## src/rtl/button_event_arbiter_pkg.sv

```systemverilog
// Shared definitions for the button event arbiter.
//   ST_A / ST_B   : press/release detector state codes (released / pressed)
//   N_DEFAULT     : default number of button channels
//   clog2()       : ceiling log2, used to size and check the channel index width
package btn_defs;

   typedef enum logic {
      ST_A = 1'b0,
      ST_B = 1'b1
   } btn_state_t;

   localparam int N_DEFAULT = 4;

   function automatic int clog2(input int v);
      int r;
      r = 0;
      for (int k = 0; k < 31; k++) begin
         if ((1 << k) < v) r = k + 1;
      end
      return r;
   endfunction

endpackage

```

## src/rtl/button_event_arbiter_if.sv

```systemverilog
// Event output slot handshake between the arbiter and the event consumer.
//   ev_valid : slot holds an event          (arbiter -> consumer)
//   ev_id    : channel index of that event  (arbiter -> consumer)
//   ev_ready : consumer accepts the event   (consumer -> arbiter)
// A transfer happens on a clock edge where ev_valid & ev_ready.
interface button_event_arbiter_if
   import btn_defs::*;
#(
   parameter int IDW = clog2(N_DEFAULT)
);
   logic           ev_valid;
   logic [IDW-1:0] ev_id;
   logic           ev_ready;

   modport master (output ev_valid, output ev_id, input ev_ready);
   modport slave  (input ev_valid, input ev_id, output ev_ready);
endinterface

```

## src/rtl/button_event_arbiter_cell.sv

```systemverilog
// One press/release detector.
//   clk : clock, rising edge
//   rst : synchronous active-high reset, returns the detector to ST_A
//   y   : button level, already synchronous to clk
//   e   : release event, high for the cycle where the button was pressed at the
//         last edge and is now low (Mealy output, combinational from y)
module button_event_cell
   import btn_defs::*;
(
   input  logic clk,
   input  logic rst,
   input  logic y,
   output logic e
);

   btn_state_t ps;

   always_ff @(posedge clk) begin
      if (rst) ps <= ST_A;
      else     ps <= y ? ST_B : ST_A;
   end

   assign e = (ps == ST_B) && !y;

endmodule

```

## src/rtl/button_event_arbiter.sv

```systemverilog
// Shares one event consumer between N push-buttons.
//   clk      : clock, rising edge
//   rst      : synchronous active-high reset, clears all state
//   y        : N button levels, synchronous to clk
//   ev       : event slot handshake (master side: ev_valid, ev_id out; ev_ready in)
//   pend     : per-channel pending flags (queued, not yet moved into the slot)
//   drop_cnt : saturating count of events lost because their channel was full
// Each channel holds at most two events: one in pend, one in the output slot.
// The slot is refilled round-robin from registered pend, starting at ptr.
module button_event_arbiter
   import btn_defs::*;
#(
   parameter int N   = N_DEFAULT,
   parameter int IDW = 2
)(
   input  logic                          clk,
   input  logic                          rst,
   input  logic [N-1:0]                  y,
   button_event_arbiter_if.master        ev,
   output logic [N-1:0]                  pend,
   output logic [7:0]                    drop_cnt
);

   if (N < 2 || N > 16) begin : g_bad_n
      $error("button_event_arbiter: N must be in 2..16");
   end
   if (IDW != clog2(N)) begin : g_bad_idw
      $error("button_event_arbiter: IDW must equal clog2(N)");
   end

   logic [N-1:0]   evt;
   logic           slot_valid;
   logic [IDW-1:0] slot_id;
   logic [IDW-1:0] ptr;
   logic [IDW-1:0] win;
   logic [IDW-1:0] ptr_nxt;
   logic           load;
   logic [N-1:0]   clr;
   logic [N-1:0]   pend_nxt;
   logic [N-1:0]   drop_vec;
   logic [8:0]     drop_sum;

   for (genvar g = 0; g < N; g++) begin : g_cell
      button_event_cell u_cell (
         .clk (clk),
         .rst (rst),
         .y   (y[g]),
         .e   (evt[g])
      );
   end

   // First requesting channel scanning start, start+1, ... modulo N.
   function automatic logic [IDW-1:0] rr_pick(input logic [N-1:0] req,
                                              input logic [IDW-1:0] start);
      logic [IDW-1:0] pick;
      logic           found;
      int             idx;
      pick  = start;
      found = 1'b0;
      for (int k = 0; k < N; k++) begin
         idx = (int'(start) + k) % N;
         if (!found && req[idx]) begin
            found = 1'b1;
            pick  = IDW'(idx);
         end
      end
      return pick;
   endfunction

   function automatic logic [7:0] sat8(input logic [8:0] v);
      return (v > 9'd255) ? 8'hFF : v[7:0];
   endfunction

   always_comb begin
      clr      = '0;
      pend_nxt = '0;
      drop_vec = '0;
      load     = (!slot_valid || ev.ev_ready) && (|pend);
      win      = rr_pick(pend, ptr);
      ptr_nxt  = (int'(win) == N - 1) ? '0 : win + IDW'(1);
      for (int i = 0; i < N; i++) begin
         clr[i]      = load && (win == IDW'(i));
         // A new event on the channel being granted this edge refills pend.
         pend_nxt[i] = (pend[i] && !clr[i]) || evt[i];
         drop_vec[i] = evt[i] && pend[i] && !clr[i];
      end
      drop_sum = {1'b0, drop_cnt};
      for (int i = 0; i < N; i++) begin
         drop_sum = drop_sum + 9'(drop_vec[i]);
      end
   end

   always_ff @(posedge clk) begin
      if (rst) begin
         pend       <= '0;
         slot_valid <= 1'b0;
         slot_id    <= '0;
         ptr        <= '0;
         drop_cnt   <= '0;
      end else begin
         pend     <= pend_nxt;
         drop_cnt <= sat8(drop_sum);
         if (load) begin
            slot_valid <= 1'b1;
            slot_id    <= win;
            ptr        <= ptr_nxt;
         end else if (slot_valid && ev.ev_ready) begin
            // Transfer with nothing pending: empty the slot, keep the last id.
            slot_valid <= 1'b0;
         end
      end
   end

   assign ev.ev_valid = slot_valid;
   assign ev.ev_id    = slot_id;

endmodule
```

## src/flat_wrapper.sv

```systemverilog
// flat-port wrapper written by rule: the top's interface ports become plain ports
module button_event_arbiter_flat import btn_defs::*;
#(
   parameter int N   = N_DEFAULT,
   parameter int IDW = 2
)
  (clk, rst, y, pend, drop_cnt, ev_ev_valid, ev_ev_id, ev_ev_ready);
  button_event_arbiter_if #(.IDW(IDW)) ev_i ();
  input  logic clk;
  input  logic rst;
  input  logic [N-1:0] y;
  output logic [N-1:0] pend;
  output logic [7:0] drop_cnt;
  output wire logic [$bits(ev_i.ev_valid)-1:0] ev_ev_valid;
  output wire logic [$bits(ev_i.ev_id)-1:0] ev_ev_id;
  input wire logic [$bits(ev_i.ev_ready)-1:0] ev_ev_ready;
  assign ev_ev_valid = ev_i.ev_valid;
  assign ev_ev_id = ev_i.ev_id;
  assign ev_i.ev_ready = ev_ev_ready;
  button_event_arbiter #(.N(N), .IDW(IDW)) u_core (.clk(clk), .rst(rst), .y(y), .ev(ev_i), .pend(pend), .drop_cnt(drop_cnt));
endmodule
```

## config.mk

```make
export PLATFORM = sky130hd
export DESIGN_NAME = button_event_arbiter_flat
export DESIGN_NICKNAME = d
export VERILOG_FILES = /design/src/rtl/button_event_arbiter_pkg.sv /design/src/rtl/button_event_arbiter_if.sv /design/src/rtl/button_event_arbiter_cell.sv /design/src/rtl/button_event_arbiter.sv /design/src/flat_wrapper.sv
export SDC_FILE = /design/constraint.sdc
export NUM_CORES = 1
export LEC_CHECK = 0
export CAP_MARGIN = 25
export CORE_UTILIZATION = 50
export DETAILED_ROUTE_END_ITERATION = 16
export MAX_ROUTING_LAYER = met4
export PLACE_DENSITY = 0.78
export SLEW_MARGIN = 20
export SYNTH_ARGS = -nofsm -noshare
export SYNTH_HDL_FRONTEND = slang
export SYNTH_SLANG_ARGS = --single-unit
```

## constraint.sdc

```tcl
create_clock -name clk -period 7.2 [get_ports clk]
set_input_delay 1.44 -clock clk [delete_from_list [all_inputs] [get_ports clk]]
set_output_delay 1.44 -clock clk [all_outputs]
set_load 0.1 [all_outputs]
```

==> results of run 1 <==
[state kept, by name (all words and copies together), names as in the netlist]
signal,flops
u_core.pend,4
u_core.g_cell.u_cell.ps,4
u_core.ev.ev_valid,1
u_core.ev.ev_id,2
u_core.ptr,2
u_core.drop_cnt,8
[path summary, 6_finish.rpt]
check,start,to,cells after the start
max,ev_ev_ready,u_core.drop_cnt[7],13
min,u_core.g_cell[0].u_cell.ps,u_core.pend[0],2
max reg2reg,u_core.pend[3],u_core.drop_cnt[7],16
min reg2reg,u_core.g_cell[0].u_cell.ps,u_core.pend[0],2
[metal layers]
metal	track usage (%)	vias to the layer above
met5	-	-
met4	8.89	0
met3	2.96	4
met2	34.7	17
met1	23.5	416
li1	-	445
[through the flow]
step	instances	cell area [sq um]
floorplan	117	1070
global placement	163	1310
detailed placement	163	1310
CTS	167	1340
global route	167	1340
finish	167	1340
[worst max-delay path: cells and delay by family]
family	cells	cell delay, ns
AOI/OAI and AO/OA	3	0.39
and+or+nand+nor	5	0.89
buffers and inverters	2	0.44
adders and majority gates	3	1.38
[layout by cell type, fill, tap and decap left out, drive strengths merged, types with 4 or more instances in the layout]
cell type	count
clkdlybuf4s50	21
dfxtp	21
a21oi	14
inv	10
nor2b	9
o21ai	8
nand2	7
nand2b	6
ha	5
nor2	5
or2	4
[report_power, final]
part	total (uW)	switching, uW	internal (uW)	leakage, uW
clock network	56.9	35.8	21.1	0.0000139
registers	130	7.14	123	0.000172
logic	75.7	49.5	26.2	0.000333
[cell type report]
class / count / area (sq um) / area share [%]
Sequential cell: 21 / 420 / 31.4
Clock buffer: 3 / 22.5 / 1.68
Clock inverter: 1 / 7.51 / 0.561
Timing Repair Buffer: 21 / 210 / 15.7
Tap cell: 27 / 33.8 / 2.53
Multi-Input combinational cell: 84 / 606 / 45.3
Inverter: 10 / 37.5 / 2.81
[logic make-up (layout without fill, tap and decap cells)]
| group | Yosys count | count (layout) |
|---|---|---|
| and+or+nand+nor | 42 | 42 |
| AOI/OAI and AO/OA | 31 | 31 |
| DFF | 21 | 21 |
| buffers and inverters | 12 | 35 |
| adders and majority gates | 8 | 8 |
| xor gates and xnor gates | 3 | 3 |
==> impl_metrics.json, run 1 <==
{
  "cap_violations": 0,
  "start_util_pct": 54.0,
  "drt-initial-drc-count": 8,
  "top_layer": "met4",
  "finalClockSkew_ns": 0.00480,
  "setup_ws_ns": 2.86,
  "core-area_sq_um": 1980,
  "area_delta_synth_final_pct": 24.9,
  "cts_setup_buffers": 0,
  "drt-met1-wl_um": 931,
  "netlist_top_cells_area": "dfxtp_1, a21oi_1, ha_1",
  "fillerInstances": 164,
  "critPathMaxFanout": 5,
  "cts-hold-fix-buffers": 0,
  "tightest_slew_ns": 0.967,
  "synth_area_leader_cell": "dfxtp_1",
  "synth-compound-area-share_pct": 20.9,
  "crit_chain": "clkdlybuf4s50_1 -> nand2b_1 -> o41ai_4 -> o21ai_1 -> or2_1 -> fa_1 -> inv_1 -> fa_1 -> fa_1 -> and3_1 -> nand2_1 -> nand3_1 -> o211a_1",
  "worst_setup_path_end_kind": "flip-flop",
  "drive_above_1_share_pct": 6.43,
  "clock_latency_ns": 0.30,
  "h-tree-depth": 1,
  "portBuffers": 21,
  "synth_seq_cells": 21,
  "grt_first_pass_wirelength_mm": 3.22,
  "grt_overflow_total": 0,
  "root_buffer": "clkbuf_4",
  "max_stage_delay_ns": 0.51,
  "syn_avg_cell_area_sq_um": 9.15,
  "synth_xor_area_share_pct": 2.45,
  "whs_ns": 0.486,
  "ys_types": 29,
  "clkSlewWorstSetupHoldPaths_ns": 0.12,
  "worstPathArrival_ns": 4.55,
  "synth_commonest_cells": "dfxtp_1, a21oi_1, inv_1",
  "synthAdderAreaFrac_pct": 11.4,
  "synth-edff-count": 0,
  "grt_max_degree": 19,
  "path_common_cell": "fa_1",
  "routed-wl-met2_mm": 1.01,
  "cts.sinks": 21,
  "hold_class": "flip-flop to flip-flop",
  "syn-num-nets": 132,
  "wl_per_cell_um": 12.1,
  "period_share_pct": 60.3,
  "finalCoreUtilization_pct": 67.5,
  "cp_slowest_cell": "fa_1",
  "path_class": "input pin to flip-flop",
  "vdd_ir_drop_max_mv": 0.184,
  "rows": 16,
  "place_hpwl_mm": 1.57,
  "synth_area_sq_um": 1070,
  "tns_ns": 0,
  "pre_cts_ws_ns": 2.55,
  "wl_met3_um": 55,
  "muxShareOfSynthArea_pct": 0,
  "hold_viol_final": 0,
  "rrSetupSlack_ns": 3.37,
  "setup_violations": 0,
  "dieArea_sq_um": 2330,
  "gp_congestion": 0.878,
  "report.final.slew_viol_count": 0,
  "die_w_um": 48.3,
  "die_h_um": 48.3,
  "cts-buffers-inserted": 3,
  "ys_warn_count": 0,
  "dr_total_vias": 882,
  "critPathLaunchType": "input pin",
  "post-route-min-period_ns": 4.34,
  "ios": 22,
  "cts-resized-gates": 0,
  "first_pass_iters": 4,
  "grt_usage_pct": 20.3,
  "synthCells": 117,
  "clockBufferDepth": 2,
  "synthSimpleGateAreaFrac_pct": 21.7,
  "post-route-drc-count": 0,
  "ys_async_sr_fraction_pct": 0,
  "post-synth-top-count-cell": "dfxtp_1",
  "grt_pass1_vias": 786,
  "ant_nets": 0,
  "power_density_nw_per_um2": 196,
  "report.power.total_uw": 263,
  "cp.required_ns": 7.41,
  "antenna_cells": 0,
  "layout.nets": 156,
  "synth_top_family_by_area": "simple AND/OR/NAND/NOR gates",
  "outcome": "finished, final reports clean",
  "wirelength_mm": 2.02,
  "synth_top_area_share_pct": 39.3,
  "cts_tree": "built",
  "leakage_uw": 0.000518,
  "max-slew-margin-rel_pct": 35.3,
  "timing.fmax_mhz": 230,
  "seq_area_frac_synth_pct": 39.3,
  "viasPerCell": 5.28,
  "synth_flop_cell": "dfxtp_1",
  "rsz0062_at_grt": "no",
  "antenna_found_initial": 0
}
No activity file was read; power rests on OpenSTA's default activity.
==> run 2, diff against run 1 <==
CORE_UTILIZATION = 45   (was 50)
PLACE_DENSITY = 0.74   (was 0.78)
clock period = 3.71 ns   (was 7.2 ns; I/O delays follow)
==> run 2 against run 1 <==
Against the previous run: register-to-register slack worse by 3.2 ns; setup slack got worse by 2.7 ns; worst hold slack got worse by 0.0030 ns; critical endpoint unchanged; via count increased by 3.1%; die area is 11% higher; core utilization shrank 4.0 points; power rose by 97%; wire length rose by 9.6%; critical path depth grew 3; clock power increased by 92%; global-route usage shrank 0.18 points; design area is 6.0% higher.
==> impl_metrics.json, run 2 (same netlist as run 1, synthesis figures left out) <==
{
  "leakage_uw": 0.000556,
  "regMostFlops": "u_core.drop_cnt",
  "tightest_slew_ns": 0.979,
  "setup_violations": 0,
  "dr_total_vias": 909,
  "clockBufferDepth": 2,
  "rsz0062_at_grt": "no",
  "die_w_um": 50.8,
  "grt_max_degree": 19,
  "whs_ns": 0.483,
  "timing.fmax_mhz": 284,
  "grt_pass1_vias": 905,
  "wl_per_cell_um": 12.7,
  "rows": 17,
  "finalClockSkew_ns": 0.00375,
  "fillerInstances": 205,
  "cts-buffers-inserted": 3,
  "drive_above_1_share_pct": 16.4,
  "cts.sinks": 21,
  "cap_violations": 0,
  "reg2reg_from": "u_core.pend[0]",
  "drt-initial-drc-count": 10,
  "antenna_cells": 0,
  "clkSlewWorstSetupHoldPaths_ns": 0.12,
  "cts_tree": "built",
  "post-route-min-period_ns": 3.52,
  "grt_first_pass_wirelength_mm": 3.82,
  "hold_class": "flip-flop to flip-flop",
  "hold_depth": 2,
  "ios": 22,
  "critPathMaxFanout": 7,
  "post-route-drc-count": 0,
  "rrSetupSlack_ns": 0.19,
  "start_util_pct": 48.0,
  "r2r-end": "u_core.drop_cnt[7]",
  "design_area_sq_um": 1420,
  "hold_viol_final": 0,
  "vdd_ir_drop_max_mv": 0.266,
  "layout_common_cells": "clkdlybuf4s50_1, dfxtp_1, a21oi_1",
  "dieArea_sq_um": 2580,
  "area_delta_synth_final_pct": 32.4,
  "portBuffers": 21,
  "layout.nets": 162,
  "report.final.slew_viol_count": 0,
  "core-area_sq_um": 2230,
  "worst_setup_path_end_kind": "flip-flop",
  "hp-start": "u_core.g_cell[3].u_cell.ps",
  "r2r_cells": 16,
  "hold_end": "u_core.pend[3]",
  "gp_congestion": 0.843,
  "cts-hold-fix-buffers": 0,
  "period_share_pct": 95.0,
  "cp.required_ns": 3.91,
  "place_area_sq_um": 1350,
  "grt_overflow_total": 0,
  "worstPathArrival_ns": 3.73,
  "outcome": "finished, final reports clean",
  "die_h_um": 50.8,
  "place_hpwl_mm": 1.65,
  "viasPerCell": 5.22,
  "h-tree-depth": 1,
  "path_class": "flip-flop to flip-flop",
  "max-slew-margin-rel_pct": 34.5,
  "clock_latency_ns": 0.30,
  "wirelength_mm": 2.21,
  "top_regs": "u_core.drop_cnt (8), u_core.g_cell.u_cell.ps (4), u_core.pend (4)",
  "grt_usage_pct": 20.2,
  "antenna_found_initial": 0,
  "power_density_nw_per_um2": 365,
  "critPathLaunchType": "flip-flop",
  "root_buffer": "clkbuf_4",
  "ant_nets": 0,
  "first_pass_iters": 4,
  "largest_reg_flops": 8,
  "final_common_cell": "clkdlybuf4s50_1"
}
==> run 2: cell types whose count changed in the layout (fill, tap and decap cells not counted), sizes merged <==
| cell | delta |
|---|---|
| clkinvlp | -1 |
| clkinv | +1 |
| buf | +6 |
==> run 2: worst max-delay path, stage by stage, from the launching register on <==
cell and delay, ns:
dfxtp_4 0.39, nor2_4 0.16, a2bb2oi_2 0.16, o221a_4 0.23
inv_1 0.06, ha_1 0.18, nand2_1 0.06, nand2_1 0.06
or2_1 0.23, fa_1 0.55, inv_1 0.06, fa_2 0.37
fa_1 0.38, and3_2 0.22, nand2_1 0.09, nand3_1 0.08
o211a_1 0.14
==> run 2: repair_timing <==
action,4_1_cts,5_1_grt
resized for setup,0,7
endpoints found under the setup margin,0,8
setup buffers,0,3
==> run 2: layout make-up <==
cell class / instances / area [sq um] / share of cell area, %
multi-input cells: 84 / 626 / 44.1
inverters: 10 / 37.5 / 2.65
clock buffers: 3 / 22.5 / 1.59
well taps: 28 / 35.0 / 2.47
clock inverters: 1 / 5.00 / 0.353
flip-flops and latches: 21 / 437 / 30.8
repair buffers: 27 / 255 / 18.0
==> run 2: worst max path at each step <==
stage	start	to	slack, ns	depth (start not counted)
2_1_floorplan	u_core.ev.ev_valid	u_core.drop_cnt[7]	0.04	12
3_3_place_gp	ev_ev_ready	u_core.drop_cnt[1]	-0.07	12
3_5_place_dp	ev_ev_ready	u_core.drop_cnt[7]	-0.12	13
4_1_cts	u_core.pend[0]	u_core.drop_cnt[7]	0.01	16
5_1_grt	u_core.pend[0]	u_core.drop_cnt[7]	0.01	16
6_report	u_core.pend[0]	u_core.drop_cnt[7]	0.19	16
==> run 2: routing by layer <==
metal | share of wire (%) | track usage, % | up-vias
li1 | - | - | 454
met1 | 44 | 22.2 | 435
met2 | 53 | 37.6 | 16
met3 | 2.4 | 1.82 | 4
met4 | 0.77 | 6.94 | 0
met5 | 0 | - | -
==> run 2: per-stage QoR <==
| step | total power (uW) | setup TNS, ns | util [%] | std cells | setup WS [ns] |
|---|---|---|---|---|---|
| floorplan | 369 | 0 | - | 117 | 0.0415 |
| global placement | 405 | -0.479 | 60.3 | 167 | -0.0690 |
| detailed placement | 408 | -0.736 | 60.3 | 167 | -0.122 |
| CTS | 516 | 0 | 61.5 | 171 | 0.0142 |
| global route | 549 | 0 | 63.5 | 174 | 0.0121 |
| finish | 518 | 0 | 63.5 | 174 | 0.186 |
==> run 2: where the power goes <==
group	switching (uW)	internal, uW	leakage, uW	total [uW]
registers	13.5	238	0.000175	251
logic	99.9	57.4	0.000363	157
clock network	68.9	40.1	0.0000177	109
total	182	335	0.000556	518
==> run 3, diff against run 2 <==
SETUP_SLACK_MARGIN = 0.5   (was unset)
==> run 3 against run 2 <==
Against the previous run: setup slack better by 0.19 ns; global-route usage is 1.9 points higher; via count is 4.0% higher; worst hold slack better by 0.0039 ns; critical endpoint is now u_core.drop_cnt[6].
==> impl_metrics.json, run 3 (same netlist as run 1, synthesis figures left out) <==
{
  "largest_reg_flops": 8,
  "grt_overflow_total": 0,
  "clockBufferDepth": 2,
  "portBuffers": 21,
  "setup_violations": 0,
  "antenna_found_initial": 0,
  "regMostFlops": "u_core.drop_cnt",
  "post-route-drc-count": 0,
  "worst_setup_path_end_kind": "flip-flop",
  "power_density_nw_per_um2": 353,
  "grt_max_degree": 19,
  "setup_ws_ns": 0.374,
  "ff_latch_area_sq_um": 440,
  "viasPerCell": 5.19,
  "cts.sinks": 21,
  "start_util_pct": 48.0,
  "tightest_slew_ns": 0.976,
  "gp_congestion": 0.857,
  "top_regs": "u_core.drop_cnt (8), u_core.g_cell.u_cell.ps (4), u_core.pend (4)",
  "timing.fmax_mhz": 300,
  "ios": 22,
  "fillerInstances": 172,
  "report.final.slew_viol_count": 0,
  "critPathMaxFanout": 6,
  "grt_pass1_vias": 978,
  "cp.required_ns": 3.91,
  "wirelength_mm": 2.34,
  "report.power.total_uw": 563,
  "leakage_uw": 0.000612,
  "rsz0062_at_grt": "yes",
  "post-route-min-period_ns": 3.34,
  "whs_ns": 0.487,
  "final_common_cell": "clkdlybuf4s50_1",
  "die_h_um": 50.8,
  "path_class": "flip-flop to flip-flop",
  "grt_usage_pct": 22.1,
  "switching_share_pct": 35.9,
  "drive_above_1_share_pct": 37.0,
  "layout_common_cells": "clkdlybuf4s50_1, dfxtp_1, buf_4",
  "finalClockSkew_ns": 0.0102,
  "combPwrFrac_pct": 34.4,
  "vdd_ir_drop_max_mv": 0.291,
  "max-slew-margin-rel_pct": 34.8,
  "clkSlewWorstSetupHoldPaths_ns": 0.13,
  "clock_latency_ns": 0.31,
  "hold_class": "flip-flop to flip-flop",
  "worstPathArrival_ns": 3.54,
  "core-area_sq_um": 2230,
  "multi_input_area_sq_um": 733,
  "ant_nets": 0,
  "dieArea_sq_um": 2580,
  "place_hpwl_mm": 1.61,
  "critPathLaunchType": "flip-flop",
  "switchingPower_uw": 202,
  "layout.nets": 170,
  "p_int_uw": 361,
  "pre_cts_ws_ns": -0.0288,
  "clockPowerShare_pct": 20.4,
  "cts-hold-fix-buffers": 0,
  "h-tree-depth": 1,
  "hold_viol_final": 0,
  "wl_per_cell_um": 12.9,
  "die_w_um": 50.8,
  "seqPwrFrac_pct": 45.1,
  "drt-initial-drc-count": 8,
  "antenna_cells": 0,
  "area_delta_synth_final_pct": 48.6,
  "cts-buffers-inserted": 3,
  "cts_tree": "built",
  "root_buffer": "clkbuf_4",
  "dr_total_vias": 945,
  "period_share_pct": 89.9,
  "outcome": "finished, final reports clean",
  "first_pass_iters": 4,
  "rows": 17,
  "cap_violations": 0,
  "grt_first_pass_wirelength_mm": 4.15
}
-- run 3: worst max-delay path, cell delays in order (launching register included) --
cell     delay [ns]
dfxtp_4        0.42
nor3_2         0.05
or2_1          0.24
a21oi_2        0.20
nor2b_2        0.07
ha_2           0.17
inv_2          0.05
o21ai_2        0.05
or2_1          0.25
fa_1           0.52
inv_1          0.05
fa_2           0.35
fa_2           0.35
and3_4         0.19
a31oi_1        0.17
nor3_1         0.07
-- run 3: final cells by class --
| cell class | instances | area share, % |
|---|---|---|
| Clock buffer | 3 | 1.42 |
| Clock inverter | 1 | 0.472 |
| Inverter | 10 | 2.36 |
| Multi-Input combinational cell | 84 | 46.1 |
| Sequential cell | 21 | 27.7 |
| Tap cell | 28 | 2.20 |
| Timing Repair Buffer | 35 | 19.8 |
-- run 3: power groups by stage --
stage	sequential, uW	combinational, uW	clock [uW]
floorplan	306	64.9	0
global placement	257	151	0
detailed placement	258	153	0
CTS	253	189	118
global route	257	210	127
finish	254	194	115
-- run 3: metrics by stage --
stage / util, % / cell area [sq um] / TNS, ns / std cells
after floorplan: - / 1120 / 0 / 117
final: 71.3 / 1590 / 0 / 182
after CTS: 69.8 / 1560 / 0 / 180
after global routing: 71.3 / 1590 / 0 / 182
after global placement: 61.3 / 1370 / 0 / 166
after detailed placement: 61.3 / 1370 / -0.105 / 166
-- run 3: layer usage --
metal / GRT usage [%] / wire length (um)
met1: 23.9 / 1020
met2: 40.7 / 1230
met3: 3.64 / 58
met4: 6.94 / 31
met5: - / 0
-- run 3: worst paths after layout --
check	start	endpoint	slack (ns)	cells past startpoint
hold reg to reg	u_core.g_cell[0].u_cell.ps	u_core.pend[0]	0.49	2
setup / recovery	u_core.pend[2]	u_core.drop_cnt[6]	0.37	15
hold / removal	u_core.g_cell[0].u_cell.ps	u_core.pend[0]	0.49	2
setup reg to reg	u_core.pend[2]	u_core.drop_cnt[6]	0.37	15
-- run 3: what timing repair did --
item                       in CTS  in global routing
setup endpoints to repair       8                  8
resized for setup              21                  5
setup buffers                  10                  2
cloned                          0                  0
pin swaps                       7                  3
